File: src/rtl/instr_fetch_unit.sv
// Instruction fetch front end: issues one word fetch at a time to instruction
// memory, buffers returned words with their PC in a small prefetch queue, and
// hands them to decode over a valid/ready handshake. Redirects flush the
// queue and squash an in-flight fetch; a HALT word stops further fetching.
module instr_fetch_unit #(
   parameter int ADDR_W   = 12,
   parameter int DATA_W   = 32,
   parameter int DEPTH    = 4,
   parameter int RESET_PC = 0
) (
   input  logic              clk,
   input  logic              reset_n,
   output logic              mem_req,
   output logic [ADDR_W-1:0] mem_addr,
   input  logic              mem_ack,
   input  logic [DATA_W-1:0] mem_rdata,
   output logic              instr_valid,
   input  logic              instr_ready,
   output logic [DATA_W-1:0] instr_out,
   output logic [ADDR_W-1:0] instr_pc,
   input  logic              redirect,
   input  logic [ADDR_W-1:0] redirect_pc,
   output logic              halted
);

   localparam int PTR_W = $clog2(DEPTH);
   localparam int CNT_W = PTR_W + 1;
   localparam logic [CNT_W-1:0]  FULL_CNT   = CNT_W'(DEPTH);
   localparam logic [ADDR_W-1:0] RESET_ADDR = ADDR_W'(RESET_PC);
   localparam logic [3:0]        HALT_OPC   = 4'b1000;

   typedef enum logic [1:0] {
      ST_IDLE,
      ST_WAIT,
      ST_HALT
   } state_t;

   state_t            state_q, state_d;
   logic [ADDR_W-1:0] fetch_pc_q, fetch_pc_d;
   logic [ADDR_W-1:0] req_addr_q, req_addr_d;
   logic              squash_q, squash_d;
   logic              halted_q, halted_d;
   logic [PTR_W-1:0]  wr_ptr_q, wr_ptr_d;
   logic [PTR_W-1:0]  rd_ptr_q, rd_ptr_d;
   logic [CNT_W-1:0]  count_q, count_d;

   // Queue storage is data only; its contents are meaningless while count is 0.
   logic [DATA_W-1:0] word_q [DEPTH];
   logic [ADDR_W-1:0] pc_q   [DEPTH];

   logic xfer;
   logic push;
   logic pop;
   logic is_halt;

   // A fetch completes on ack while waiting; the word is kept only if it was
   // not squashed by an earlier redirect and no redirect arrives this cycle.
   assign xfer    = (state_q == ST_WAIT) && mem_ack;
   assign push    = xfer && !squash_q && !redirect;
   assign pop     = (count_q != '0) && instr_ready;
   assign is_halt = (mem_rdata[DATA_W-1 -: 4] == HALT_OPC);

   // Fetch FSM: next state, fetch PC, request address, squash and halt flags.
   always_comb begin
      state_d    = state_q;
      fetch_pc_d = fetch_pc_q;
      req_addr_d = req_addr_q;
      squash_d   = squash_q;
      halted_d   = halted_q;
      case (state_q)
         ST_IDLE: begin
            // Count excludes nothing in flight here, so count < DEPTH
            // guarantees the returning word has a free slot.
            if (redirect) begin
               fetch_pc_d = redirect_pc;
            end else if (count_q < FULL_CNT) begin
               state_d    = ST_WAIT;
               req_addr_d = fetch_pc_q;
            end
         end
         ST_WAIT: begin
            if (mem_ack) begin
               squash_d = 1'b0;
               state_d  = ST_IDLE;
               if (redirect) begin
                  fetch_pc_d = redirect_pc;
               end else if (!squash_q) begin
                  fetch_pc_d = fetch_pc_q + ADDR_W'(1);
                  if (is_halt) begin
                     state_d  = ST_HALT;
                     halted_d = 1'b1;
                  end
               end
            end else if (redirect) begin
               // The request cannot be withdrawn: keep it on the bus and
               // throw its data away when it finally returns.
               squash_d   = 1'b1;
               fetch_pc_d = redirect_pc;
            end
         end
         ST_HALT: begin
            if (redirect) begin
               state_d    = ST_IDLE;
               halted_d   = 1'b0;
               fetch_pc_d = redirect_pc;
            end
         end
         default: begin
            state_d = ST_IDLE;
         end
      endcase
   end

   // Queue pointers and occupancy; a redirect empties the queue outright.
   always_comb begin
      wr_ptr_d = wr_ptr_q;
      rd_ptr_d = rd_ptr_q;
      count_d  = count_q;
      if (redirect) begin
         wr_ptr_d = '0;
         rd_ptr_d = '0;
         count_d  = '0;
      end else begin
         if (push) wr_ptr_d = wr_ptr_q + PTR_W'(1);
         if (pop)  rd_ptr_d = rd_ptr_q + PTR_W'(1);
         case ({push, pop})
            2'b10:   count_d = count_q + CNT_W'(1);
            2'b01:   count_d = count_q - CNT_W'(1);
            default: count_d = count_q;
         endcase
      end
   end

   // Control state registers with asynchronous active-low reset.
   always_ff @(posedge clk or negedge reset_n) begin
      if (!reset_n) begin
         state_q    <= ST_IDLE;
         fetch_pc_q <= RESET_ADDR;
         req_addr_q <= RESET_ADDR;
         squash_q   <= 1'b0;
         halted_q   <= 1'b0;
         wr_ptr_q   <= '0;
         rd_ptr_q   <= '0;
         count_q    <= '0;
      end else begin
         state_q    <= state_d;
         fetch_pc_q <= fetch_pc_d;
         req_addr_q <= req_addr_d;
         squash_q   <= squash_d;
         halted_q   <= halted_d;
         wr_ptr_q   <= wr_ptr_d;
         rd_ptr_q   <= rd_ptr_d;
         count_q    <= count_d;
      end
   end

   // Capture the returned word and the address it was fetched from.
   always_ff @(posedge clk) begin
      if (push) begin
         word_q[wr_ptr_q] <= mem_rdata;
         pc_q[wr_ptr_q]   <= req_addr_q;
      end
   end

   assign mem_req     = (state_q == ST_WAIT);
   assign mem_addr    = req_addr_q;
   assign instr_valid = (count_q != '0);
   assign instr_out   = word_q[rd_ptr_q];
   assign instr_pc    = pc_q[rd_ptr_q];
   assign halted      = halted_q;

endmodule

File: config.mk
export PLATFORM = sky130hd
export DESIGN_NAME = instr_fetch_unit
export DESIGN_NICKNAME = d
export VERILOG_FILES = /design/src/rtl/instr_fetch_unit.sv
export SDC_FILE = /design/constraint.sdc
export NUM_CORES = 1
export LEC_CHECK = 0
export CAP_MARGIN = 20
export CORE_ASPECT_RATIO = 0.75
export CORE_MARGIN = 8
export CORE_UTILIZATION = 55
export DETAILED_ROUTE_END_ITERATION = 10
export GPL_ROUTABILITY_DRIVEN = 1
export GPL_TIMING_DRIVEN = 1
export PLACE_DENSITY = 0.8
export SYNTH_ARGS = -nofsm -noshare
export SYNTH_HDL_FRONTEND = slang
export SYNTH_SLANG_ARGS = --single-unit
File: constraint.sdc
create_clock -name clk -period 3.1 [get_ports clk]
set_input_delay 0.775 -clock clk [delete_from_list [all_inputs] [get_ports clk]]
set_output_delay 0.775 -clock clk [all_outputs]
set_load 0.02 [all_outputs]
-- After elaboration in Yosys (flattened, before gate mapping)
Memories as Yosys holds them, arrays and structs flattened.
Index checks and enable logic that the tools add are counted.
- output and inout bits: 59
- RAM bits: 176
- register bits after elaboration: 35
- logic and storage cells: 79
- memories kept: 2
- memory list (memory ; words ; width ; rd ports ; clocked after memory_dff ; wr ports ; RTL line ; RTL):
    word_q ; 4 ; 32 ; 1 ; 0 ; 1 ; 48 ; logic [DATA_W-1:0] word_q [DEPTH];
    pc_q ; 4 ; 12 ; 1 ; 0 ; 1 ; 49 ; logic [ADDR_W-1:0] pc_q [DEPTH];
- reduce and logical (&&, ||, !) cells: 20
- bitwise operators: 1
- add/subtract/negate cells: 5
- multiplexer cells: 29
- $lt $le $gt $ge: 1
- eq/ne operators: 13
- operators with widths (kind ; number):
    two-way mux 12 bit ; 4
    case mux 12 bit (2 select lines) ; 1
    two-way mux 2 bit ; 11
    adder 12 x 1 -> 12 bit (second input constant) ; 1
    != test 2 bit (second input constant) ; 5
    nonzero test 2 bit ; 5
    two-way mux 1 bit ; 9
    case mux 2 bit (3 select lines) ; 1
    case mux 3 bit (2 select lines) ; 1
    AND reduction 6 bit ; 1
    nonzero test 3 bit ; 2
    adder 2 x 1 -> 2 bit (second input constant) ; 2
    equality test 2 x 1 -> 1 bit (second input constant) ; 2
    equality test 2 bit (second input constant) ; 2
    equality test 4 bit (second input constant) ; 1
    logical AND 1 bit ; 4
    != test 2 x 1 -> 1 bit (second input constant) ; 2
    != test 4 bit (second input constant) ; 1
    AND reduction 2 bit ; 2
    AND reduction 4 bit ; 1
    adder 3 x 1 -> 3 bit (second input constant) ; 1
    < comparator 3 bit (second input constant) ; 1
    two-way mux 3 bit ; 1
    AND reduction 3 bit ; 1
    6 further kinds ; 7

-- Longest topological paths before layout
Gate-level depths: netlist of the first run.
- depth after elaboration: 7
- depth in mapped cells: 7
- depth with buffers taken out: 6

-- Least setup slack after synthesis of the first run
Ideal clock, no wire load.
- path type: in2reg
- start point: input port mem_ack
- end point: memory pc_q[2][0] (enable)
- arrival: 2.434 ns
- library setup time: 0.406 ns
- stages: 4
- buffers on the path: 1
- setup slack: 0.261 ns
- data required time: 2.694 ns
- path through: buf_6 nor2b_1 nor3b_4 and2_1
- word-level cells in the longest chain between the ends: 5
- ends and longest elaborated chain (element ; RTL line ; RTL):
    start: declaration ; 15 ; input logic mem_ack,
    logical AND 1 bit ; 58 ; assign xfer = (state_q == ST_WAIT) && mem_ack;
    logical AND 1 bit (2 in a row) ; 59 ; assign push = xfer && !squash_q && !redirect;
    two-way mux 1 bit ; 159 ; if (push) begin
    two-way mux 1 bit (not written as such) ; 161 ; pc_q[wr_ptr_q] <= req_addr_q;
    end: declaration ; 49 ;
Every way passes these cells.

-- Final worst setup path of the first run
- start point: register rd_ptr_q[0]
- end point: output port instr_pc[4]
- word-level cells in the longest chain between the ends: 1
- ends and longest elaborated chain (element ; RTL line ; RTL):
    start: declaration ; 44 ; logic [PTR_W-1:0] rd_ptr_q, rd_ptr_d;
    start signal: assignment ; 152 ; rd_ptr_q <= rd_ptr_d;
    memory read (4 x 12 bit) ; - ;
    end: declaration ; 20 ; output logic [ADDR_W-1:0] instr_pc,
Every way passes these cells.

==> summary.txt, run 1 <==
Outcome
  • Outcome: complete, no violations

Critical path
  • Setup crit end kind: output port
  • Flop-to-flop setup slack: 950 ps
  • Worst r2r src: state_q[0]$_DFFE_PN0P_
  • Reg2reg end: word_q[0][9]$_DFFE_PP_
  • Reg2reg path depth: 4
  • CP Class: register to output port
  • Worst setup SP type: register
  • CP max FO: 8
  • Worst Path Arrival: 2220 ps
  • WP data required: 2320 ps

Route
  • Vias/cell: 5.78
  • Vias: 4,428
  • Detailed Routing Iterations Pass 1: 5
  • WL final: 16.6 mm
  • Post-route DRC violation count: 0
  • Initial DRC count: 351
  • Antenna viol nets, final: 0
  • WL/cell: 21.7 µm

Synth
  • Sequential area share after synthesis: 74.3%
  • Count of cell types in the netlist: 58
  • Post-synth EDFFs: 176
  • Synth top area share: 63.7%
  • Yosys warns: 0
  • Synth async-reset ratio: 16.6%
  • Avg Cell Area, Syn: 19.9 µm²
  • Area leader, netlist: edfxtp_1
  • #FFs+latches synth: 211
  • Top cells by area, synth: edfxtp_1, mux4_2, dfrtp_1
  • Most common cell in the netlist: edfxtp_1
  • Post-synthesis instance total: 416
  • Mapped cell area: 8300 µm²
  • Main synth FF type: edfxtp_1
  • Synth cell count leaders: edfxtp_1, mux4_2, dfrtp_1
  • Post-synthesis net count: 471

Clocking
  • Clk slew on worst S/H paths: 60 ps
  • CTS tree: done
  • CTS Sinks: 211
  • Clock Latency Late Sink: 500 ps
  • Post-CTS Hold Buffers: 0
  • H-tree levels: 1
  • Max Root-Sink Buffers: 3
  • Total CTS buffers: 21
  • Clock root buffer: clkbuf_16

Hold path
  • Worst min-delay path category: register to register
  • Hold_sp: halted$_DFFE_PN0P_
  • Hold Path Cell Cnt: 2
  • Hold Path Sink: halted$_DFFE_PN0P_

Global routing
  • First-pass GRT wire length: 26.2 mm
  • Total track usage: 17.6%
  • Antenna violations before repair: 0
  • Overflow after GRT: 0
  • Vias in the first global route: 4,771
  • Largest net degree at the start of global routing: 37

Finish
  • Nets@finish: 601
  • # diodes: 0
  • Layout cells sized above 1: 21.7%
  • Synth-to-Final Area Change: 25.8%

Floorplanning
  • Die area: 19,300 µm²
  • Num ports: 108
  • Die W: 158 µm
  • Core Rows: 39
  • Die Ht: 122 µm
  • Initial Util: 55.4%
  • Core Region: 15,000 µm²

Timing
  • Fmax: 0.334 GHz
  • Slew HR: 50.0%
  • Post-route minimum period: 2990 ps
  • Setup skew after layout: 16.2 ps
  • Final setup fails: 0
  • Setup TNS: 0 ps
  • RSZ-0062 raised after global routing: no
  • Slew Limit Fails: 0
  • Final WS setup: 108 ps
  • Worst-margin pin slew: 739 ps
  • Fin crit share: 96.5%
  • Fin. Hold Viols: 0

Placed design
  • Detailed placer's ending HPWL: 10.6 mm
  • Setup WS pre-CTS: 310 ps
  • Final Wtd Congestion: 0.844
  • IO Port Bufs: 107

Job
  • MaxCap Viol Count: 0

Pwr
  • Seq pwr share: 45.5%
  • Power Internal: 5870 µW
  • Power per cell area: 781 nW/µm²
  • Leak pwr: 0.00354 µW
  • Clk pwr share: 29.6%
  • Peak VDD IR: 0.421 mV
  • Net Sw Power: 2280 µW
  • Combinational Power Share: 24.9%
  • Net Sw Frac: 28.0%
[kinds of logic after synthesis]
| logic type | share of synthesized area, % |
|---|---|
| and+or+nand+nor | 4.30 |
| adders and majority gates | 0.995 |
| buffers and inverters | 1.70 |
| DFF | 74.3 |
| muxes | 13.7 |
| xor gates and xnor gates | 0.513 |
| AOI/OAI and AO/OA | 4.53 |
[critical path, cell delays in order (launching register included)]
cell	delay (ps)
dfrtp_4	470
buf_12	150
mux4_2	540
clkdlybuf4s50_1	570
[worst max path at each step]
| stage | from | end | depth (start not counted) |
|---|---|---|---|
| 2_1_floorplan | mem_ack | pc_q[2][0]$_DFFE_PP_ | 4 |
| 5_1_grt | rd_ptr_q[0]$_DFFE_PN0P_ | instr_pc[4] | 3 |
| 3_5_place_dp | rd_ptr_q[0]$_DFFE_PN0P_ | instr_pc[1] | 3 |
| 6_report | rd_ptr_q[0]$_DFFE_PN0P_ | instr_pc[4] | 3 |
| 4_1_cts | rd_ptr_q[0]$_DFFE_PN0P_ | instr_pc[4] | 3 |
| 3_3_place_gp | rd_ptr_q[0]$_DFFE_PN0P_ | instr_pc[1] | 3 |
[sequential cells by signal, indices dropped and copies added (netlist names)]
register,count
word_q,128
pc_q,48
fetch_pc_q,12
mem_addr,12
count_q,3
rd_ptr_q,2
state_q,2
wr_ptr_q,2
halted,1
squash_q,1
[routing by layer]
layer  up-vias  global-route usage (%)  wire [µm]
li1       1966                       -          -
met1      2302                    24.7       7530
met2       139                    27.7       7810
met3        21                    4.19       1080
met4         0                    4.15        228
met5         -                       0          0
[timing repair]
action / 4_1_cts / 5_1_grt
gates resized for setup: 39 / 0
setup endpoints to repair: 36 / 0
buffers inserted: 3 / 0
[layout make-up]
cell class                      count  area [µm²]
Clock buffer                       26         544
Clock inverter                     12         115
Fill cell                         962        4550
Inverter                            7        26.3
Multi-Input combinational cell    177        2000
Sequential cell                   211        6170
Tap cell                          205         256
Timing Repair Buffer              128        1330
[metrics by stage]
step | std cells | instance area (µm²) | util (%) | power (µW) | hold WS [ps]
detailed placement | 724 | 9730 | 65.0 | 5820 | 517
global route | 766 | 10400 | 69.6 | 8500 | 551
finish | 766 | 10400 | 69.6 | 8140 | 523
global placement | 724 | 9730 | 65.0 | 5760 | 502
CTS | 766 | 10400 | 69.6 | 8240 | 525
floorplan | 416 | 8300 | - | 4890 | 471
[power groups by stage]
stage	Clock [µW]	Combinational [µW]	Sequential, µW
floorplan	0	1140	3750
global placement	0	2010	3750
detailed placement	0	2040	3780
CTS	2470	2060	3710
global route	2590	2160	3750
finish	2410	2020	3710
[layout by cell type (no fill, tap or decap), types with 5 or more instances in the layout]
cell type and count:
edfxtp_1 176, clkdlybuf4s50_1 69, mux4_2 44, dlygate4sd2_1 38, dfrtp_1 33, clkbuf_16 21
nor2_1 12, mux2_2 12, buf_4 11, a21oi_1 10, nand2_1 8, o21ai_0 8
buf_12 8, inv_1 7, nand3_1 6, a31oi_1 6, o22ai_1 5, ha_1 5
clkbuf_1 5
(Power assumes the default switching activity.)
==> run 2: changes to the inputs <==
--- a/config.mk
+++ b/config.mk
@@ -13,6 +13,7 @@
 export GPL_ROUTABILITY_DRIVEN = 1
 export GPL_TIMING_DRIVEN = 1
 export PLACE_DENSITY = 0.8
+export RECOVER_POWER = 100
 export SYNTH_ARGS = -nofsm -noshare
 export SYNTH_HDL_FRONTEND = slang
 export SYNTH_SLANG_ARGS = --single-unit
==> run 2 against run 1 <==
  * First-iteration DRC count down 6.0%
  * Power down 1.5%
  * Sequential share of layout area up 0.74 points
  * Cell count unchanged
  * Count of clock-buffer cells in the layout unchanged
  * Fmax down 0.77%
  * Core utilization down 0.86 points
  * Non-clock buffer count unchanged
==> summary.txt, run 2 (synthesis gave the netlist of run 1 again) <==
Timing
  • Fin crit share: 97.3% (was 96.5%)
  • Worst-margin pin slew: 1060 ps (was 739 ps)
  • Final setup fails: 0 (unchanged)
  • Setup skew after layout: 16.3 ps (was 16.2 ps)
  • Setup TNS: 0 ps (unchanged)
  • Final WS setup: 84.8 ps (was 108 ps)
  • RSZ-0062 raised after global routing: no (unchanged)
  • Post-route minimum period: 3020 ps (was 2990 ps)
  • Fmax: 0.332 GHz (was 0.334 GHz)
  • Slew HR: 29.2% (was 50.0%)
  • Fin. Hold Viols: 0 (unchanged)
  • Slew Limit Fails: 0 (unchanged)
  • Hold WS: 518 ps (was 523 ps)

Finish
  • Commonest non-fill, non-tap cell in the layout: edfxtp_1 (unchanged)
  • FILL cells: 984 (was 962)
  • Nets@finish: 601 (unchanged)
  • Finished Cell Area: 10,300 µm² (was 10,400 µm²)
  • # diodes: 0 (unchanged)
  • Biggest register: word_q (unchanged)
  • Fin util: 68.8% (was 69.6%)
  • Area of the multi-input gates: 1960 µm² (was 2000 µm²)
  • Synth-to-Final Area Change: 24.2% (was 25.8%)
  • Layout cells sized above 1: 20.0% (was 21.7%)
  • Largest regs: word_q (128), pc_q (48) (unchanged)
  • Sequential cell area: 6170 µm² (unchanged)
  • Commonest non-fill, non-tap cells in the layout: edfxtp_1, dlygate4sd3_1, mux4_2 (was edfxtp_1, clkdlybuf4s50_1, mux4_2)
  • Largest register FFs: 128 (unchanged)

Critical path
  • Worst Path Arrival: 2240 ps (was 2220 ps)
  • Worst setup SP type: register (unchanged)
  • Slowest CP cell: dlygate4sd3_1 (was clkdlybuf4s50_1)
  • Critical-path cell list: buf_12 -> mux4_2 -> dlygate4sd3_1 (was buf_12 -> mux4_2 -> clkdlybuf4s50_1)
  • CP max FO: 8 (unchanged)
  • Slowest Stage Delay on Critical Path: 660 ps (was 570 ps)
  • WP data required: 2320 ps (about the same)
  • CP Class: register to output port (unchanged)
  • Setup crit end kind: output port (unchanged)

Route
  • WL final: 16.6 mm (about the same)
  • Antenna viol nets, final: 0 (unchanged)
  • Vias/cell: 5.80 (was 5.78)
  • Detailed Routing Iterations Pass 1: 4 (was 5)
  • Post-route DRC violation count: 0 (unchanged)
  • WL/cell: 21.7 µm (about the same)
  • Initial DRC count: 330 (was 351)
  • Vias: 4,445 (was 4,428)

Floorplanning
  • Core Region: 15,000 µm² (unchanged)
  • Core Rows: 39 (unchanged)
  • Die Ht: 122 µm (unchanged)
  • Die area: 19,300 µm² (unchanged)
  • Num ports: 108 (unchanged)
  • Initial Util: 55.4% (unchanged)
  • Die W: 158 µm (unchanged)

Clocking
  • H-tree levels: 1 (unchanged)
  • CTS tree: done (unchanged)
  • Total CTS buffers: 21 (unchanged)
  • Clock root buffer: clkbuf_16 (unchanged)
  • Clk slew on worst S/H paths: 60 ps (about the same)
  • Max Root-Sink Buffers: 3 (unchanged)
  • CTS Sinks: 211 (unchanged)
  • Clock Latency Late Sink: 500 ps (about the same)
  • Post-CTS Hold Buffers: 0 (unchanged)

Pwr
  • Peak VDD IR: 0.401 mV (was 0.421 mV)
  • Leak pwr: 0.00349 µW (was 0.00354 µW)
  • Power per cell area: 779 nW/µm² (was 781 nW/µm²)

Outcome
  • Outcome: complete, no violations (unchanged)

Placed design
  • Detailed placer's ending HPWL: 10.6 mm (unchanged)
  • Setup WS pre-CTS: 310 ps (unchanged)
  • Final Wtd Congestion: 0.844 (unchanged)
  • IO Port Bufs: 107 (unchanged)
  • Area after DPL: 9730 µm² (unchanged)

Global routing
  • Total track usage: 17.6% (unchanged)
  • Antenna violations before repair: 0 (unchanged)
  • Vias in the first global route: 4,771 (unchanged)
  • Overflow after GRT: 0 (unchanged)
  • First-pass GRT wire length: 26.2 mm (unchanged)
  • Largest net degree at the start of global routing: 37 (unchanged)

Hold path
  • Worst min-delay path category: register to register (unchanged)

Job
  • MaxCap Viol Count: 0 (unchanged)
[run 2: cell types whose count changed in the layout (fill, tap and decap cells not counted), moves of 2 or more]
cell,change
clkdlybuf4s50_1,-49
dlygate4sd3_1,+49
buf_4,-7
clkbuf_1,+5
buf_12,-4
clkbuf_2,+3
clkbuf_4,+3
and2_0,+2
and2_2,-2
[run 2: stage by stage]
stage	cells	power, µW
2_1_floorplan	416	4890
3_3_place_gp	724	5760
3_5_place_dp	724	5820
4_1_cts	766	8240
5_1_grt	766	8380
6_report	766	8020
[run 2: worst paths after layout]
| check | cells after the start | end | from | slack (ps) |
|---|---|---|---|---|
| worst min register to register | 2 | halted$_DFFE_PN0P_ | halted$_DFFE_PN0P_ | 520 |
| worst min-delay path | 2 | halted$_DFFE_PN0P_ | halted$_DFFE_PN0P_ | 520 |
| worst max register to register | 4 | word_q[2][10]$_DFFE_PP_ | state_q[0]$_DFFE_PN0P_ | 360 |
| max in group asynchronous | 2 | rd_ptr_q[0]$_DFFE_PN0P_ | reset_n | 1970 |
| worst max-delay path | 3 | instr_pc[7] | rd_ptr_q[0]$_DFFE_PN0P_ | 80 |
| min in group asynchronous | 2 | fetch_pc_q[7]$_DFFE_PN0P_ | reset_n | 760 |
[run 2: critical path: cells and delay by family (launching register included)]
kind	cells	cell delay [ps]
buf+inv	2	810
mux	1	480
flops	1	470
[run 2: area by class of cell]
cell class              instances  share of cell area (%)
flip-flops and latches        211                    59.8
multi-input cells             177                    19.0
repair buffers                128                    12.0
clock buffers                  26                    5.28
well taps                     205                    2.49
clock inverters                12                    1.12
inverters                       7                   0.255
[run 2: what timing repair did]
item | CTS | global route
setup buffers | 3 | 0
gates resized for setup | 39 | 0
endpoints found under the setup margin | 36 | 0
[run 2: per-layer routing]
layer / vias up / share of wire [%] / GRT usage [%] / wire [µm]
li1: 1967 / - / - / -
met1: 2298 / 45 / 24.7 / 7400
met2: 161 / 47 / 27.7 / 7820
met3: 19 / 7.1 / 4.19 / 1180
met4: 0 / 1.3 / 4.15 / 212
met5: - / 0 / 0 / 0
[run 2: power by group]
group          total, µW  switching, µW  leakage (µW)  internal, µW
clock               2410            995      0.000320          1420
sequential          3690            283       0.00200          3410
combinational       1920            977       0.00117           939
==> run 3: changes to the inputs <==
--- a/config.mk
+++ b/config.mk
@@ -13,7 +13,7 @@
 export GPL_ROUTABILITY_DRIVEN = 1
 export GPL_TIMING_DRIVEN = 1
 export PLACE_DENSITY = 0.8
-export RECOVER_POWER = 100
+export RECOVER_POWER = 50
 export SYNTH_ARGS = -nofsm -noshare
 export SYNTH_HDL_FRONTEND = slang
 export SYNTH_SLANG_ARGS = --single-unit
==> run 3 against run 2 <==
  * Clock skew shrank 1.8 ps
  * Fmax grew 0.79%
  * Die area is the same
  * Global-route usage is the same
  * Cell count is the same
  * Hold slack gained 4.2 ps
  * Sequential power is essentially flat
  * Critical path type unchanged
  * Critical endpoint is now instr_pc[4]
  * Largest power group unchanged
==> summary.txt, run 3 (synthesis gave the netlist of run 1 again) <==
Hold path
  • Hold_sp: halted$_DFFE_PN0P_ (unchanged)
  • Worst min-delay path category: register to register (unchanged)
  • Hold Path Sink: halted$_DFFE_PN0P_ (unchanged)
  • Hold Path Cell Cnt: 2 (unchanged)

Finish
  • Biggest register: word_q (unchanged)
  • Layout cells sized above 1: 20.5% (was 20.0%)
  • Nets@finish: 601 (unchanged)
  • Largest register FFs: 128 (unchanged)
  • # diodes: 0 (unchanged)
  • Finished Cell Area: 10,400 µm² (was 10,300 µm²)
  • Commonest non-fill, non-tap cell in the layout: edfxtp_1 (unchanged)
  • Commonest non-fill, non-tap cells in the layout: edfxtp_1, mux4_2, dlygate4sd2_1 (was edfxtp_1, dlygate4sd3_1, mux4_2)
  • Largest regs: word_q (128), pc_q (48) (unchanged)
  • Synth-to-Final Area Change: 25.2% (was 24.2%)

Placed design
  • Area after DPL: 9730 µm² (unchanged)
  • Final Wtd Congestion: 0.844 (unchanged)
  • IO Port Bufs: 107 (unchanged)
  • Detailed placer's ending HPWL: 10.6 mm (unchanged)

Clocking
  • CTS Sinks: 211 (unchanged)
  • Post-CTS Hold Buffers: 0 (unchanged)
  • Max Root-Sink Buffers: 3 (unchanged)
  • H-tree levels: 1 (unchanged)
  • CTS tree: done (unchanged)
  • Clock root buffer: clkbuf_16 (unchanged)
  • Clock Latency Late Sink: 500 ps (about the same)
  • Total CTS buffers: 21 (unchanged)
  • Clk slew on worst S/H paths: 60 ps (about the same)

Outcome
  • Outcome: complete, no violations (unchanged)

Critical path
  • Worst r2r src: state_q[0]$_DFFE_PN0P_ (unchanged)
  • CP max FO: 8 (unchanged)
  • CP top delay family: buffers and inverters (unchanged)
  • CP Class: register to output port (unchanged)
  • Slowest Stage Delay on Critical Path: 570 ps (was 660 ps)
  • Reg2reg end: word_q[2][10]$_DFFE_PP_ (unchanged)
  • Flop-to-flop setup slack: 360 ps (about the same)
  • Worst Path Arrival: 2220 ps (was 2240 ps)
  • Worst setup SP type: register (unchanged)
  • CP Buf/Inv Count: 2 (unchanged)
  • Setup crit end kind: output port (unchanged)
  • WP data required: 2320 ps (about the same)
  • Critical-path cell list: buf_12 -> mux4_2 -> clkdlybuf4s50_1 (was buf_12 -> mux4_2 -> dlygate4sd3_1)
  • Slowest CP cell: clkdlybuf4s50_1 (was dlygate4sd3_1)
  • Reg2reg path depth: 4 (unchanged)

Floorplanning
  • Die Ht: 122 µm (unchanged)
  • Initial Util: 55.4% (unchanged)
  • Core Region: 15,000 µm² (unchanged)
  • Core Rows: 39 (unchanged)
  • Die W: 158 µm (unchanged)
  • Num ports: 108 (unchanged)
  • Die area: 19,300 µm² (unchanged)

Pwr
  • Net Sw Frac: 27.9% (was 28.1%)
  • Peak VDD IR: 0.419 mV (was 0.401 mV)
  • Leak pwr: 0.00352 µW (was 0.00349 µW)
  • Combinational Power Share: 24.6% (was 23.9%)
  • Power per cell area: 780 nW/µm² (was 779 nW/µm²)
  • Clk pwr share: 29.8% (was 30.1%)
  • Seq pwr share: 45.6% (was 46.0%)
  • Power Internal: 5840 µW (was 5770 µW)
  • Net Sw Power: 2260 µW (was 2250 µW)

Global routing
  • Total track usage: 17.6% (unchanged)
  • Largest net degree at the start of global routing: 37 (unchanged)
  • Vias in the first global route: 4,771 (unchanged)
  • Antenna violations before repair: 0 (unchanged)
  • Overflow after GRT: 0 (unchanged)
  • First-pass GRT wire length: 26.2 mm (unchanged)

Job
  • MaxCap Viol Count: 0 (unchanged)

Timing
  • Slew Limit Fails: 0 (unchanged)
  • Fmax: 0.334 GHz (was 0.332 GHz)
  • Setup skew after layout: 14.6 ps (was 16.3 ps)
  • RSZ-0062 raised after global routing: no (unchanged)
  • Post-route minimum period: 2990 ps (was 3020 ps)
  • Setup TNS: 0 ps (unchanged)
  • Worst-margin pin slew: 1060 ps (about the same)
  • Fin. Hold Viols: 0 (unchanged)
  • Slew HR: 29.1% (was 29.2%)
  • Final setup fails: 0 (unchanged)
  • Fin crit share: 96.5% (was 97.3%)

Route
  • Post-route DRC violation count: 0 (unchanged)
  • Initial DRC count: 354 (was 330)
  • WL/cell: 21.7 µm (about the same)
  • Antenna viol nets, final: 0 (unchanged)
  • Detailed Routing Iterations Pass 1: 4 (unchanged)
  • Vias/cell: 5.84 (was 5.80)
  • Vias: 4,473 (was 4,445)
  • WL final: 16.6 mm (about the same)
[run 3: metal layers]
metal | vias to the layer above | global-route usage (%) | wire length [µm]
met2 | 168 | 27.7 | 7810
met4 | 0 | 4.15 | 228
li1 | 1971 | - | -
met3 | 21 | 4.19 | 1160
met5 | - | 0 | 0
met1 | 2313 | 24.7 | 7430
[run 3: layout make-up]
class                   instances  area, µm²
multi-input cells             177       1960
clock inverters                12        115
flip-flops and latches        211       6170
well taps                     205        256
clock buffers                  26        544
inverters                       7       26.3
fillers                       969       4590
repair buffers                128       1320
[run 3: worst register-to-register path, delay by kind of cell, from the launching register on]
kind          cells  cell delay (ps)
flops             1              650
buf+inv           1              280
simple gates      3             1510
[run 3: worst max path at each step]
stage	start	end	slack (ps)	cells past startpoint
2_1_floorplan	mem_ack	pc_q[2][0]$_DFFE_PP_	260	4
3_3_place_gp	rd_ptr_q[0]$_DFFE_PN0P_	instr_pc[1]	320	3
3_5_place_dp	rd_ptr_q[0]$_DFFE_PN0P_	instr_pc[1]	310	3
4_1_cts	rd_ptr_q[0]$_DFFE_PN0P_	instr_pc[4]	80	3
5_1_grt	mem_ack	word_q[2][3]$_DFFE_PP_	30	5
6_report	rd_ptr_q[0]$_DFFE_PN0P_	instr_pc[4]	110	3
[run 3: timing repair]
item | CTS | global route
endpoints found under the setup margin | 36 | 0
gates resized for setup | 39 | 0
setup buffers | 3 | 0
[run 3: metrics by stage]
step | std cells | hold WS (ps) | util (%) | setup WS, ps | total power [µW]
final | 766 | 522 | 69.3 | 109 | 8110
after global routing | 766 | 551 | 69.3 | 31.7 | 8460
after floorplan | 416 | 471 | - | 261 | 4890
after global placement | 724 | 502 | 65.0 | 322 | 5760
after CTS | 766 | 525 | 69.6 | 77.3 | 8240
after detailed placement | 724 | 517 | 65.0 | 310 | 5820
[run 3: power groups by stage]
stage	Combinational [µW]	Sequential, µW	Clock, µW
floorplan	1140	3750	0
detailed placement	2040	3780	0
global route	2130	3740	2590
finish	1990	3700	2410
global placement	2010	3750	0
CTS	2060	3710	2470
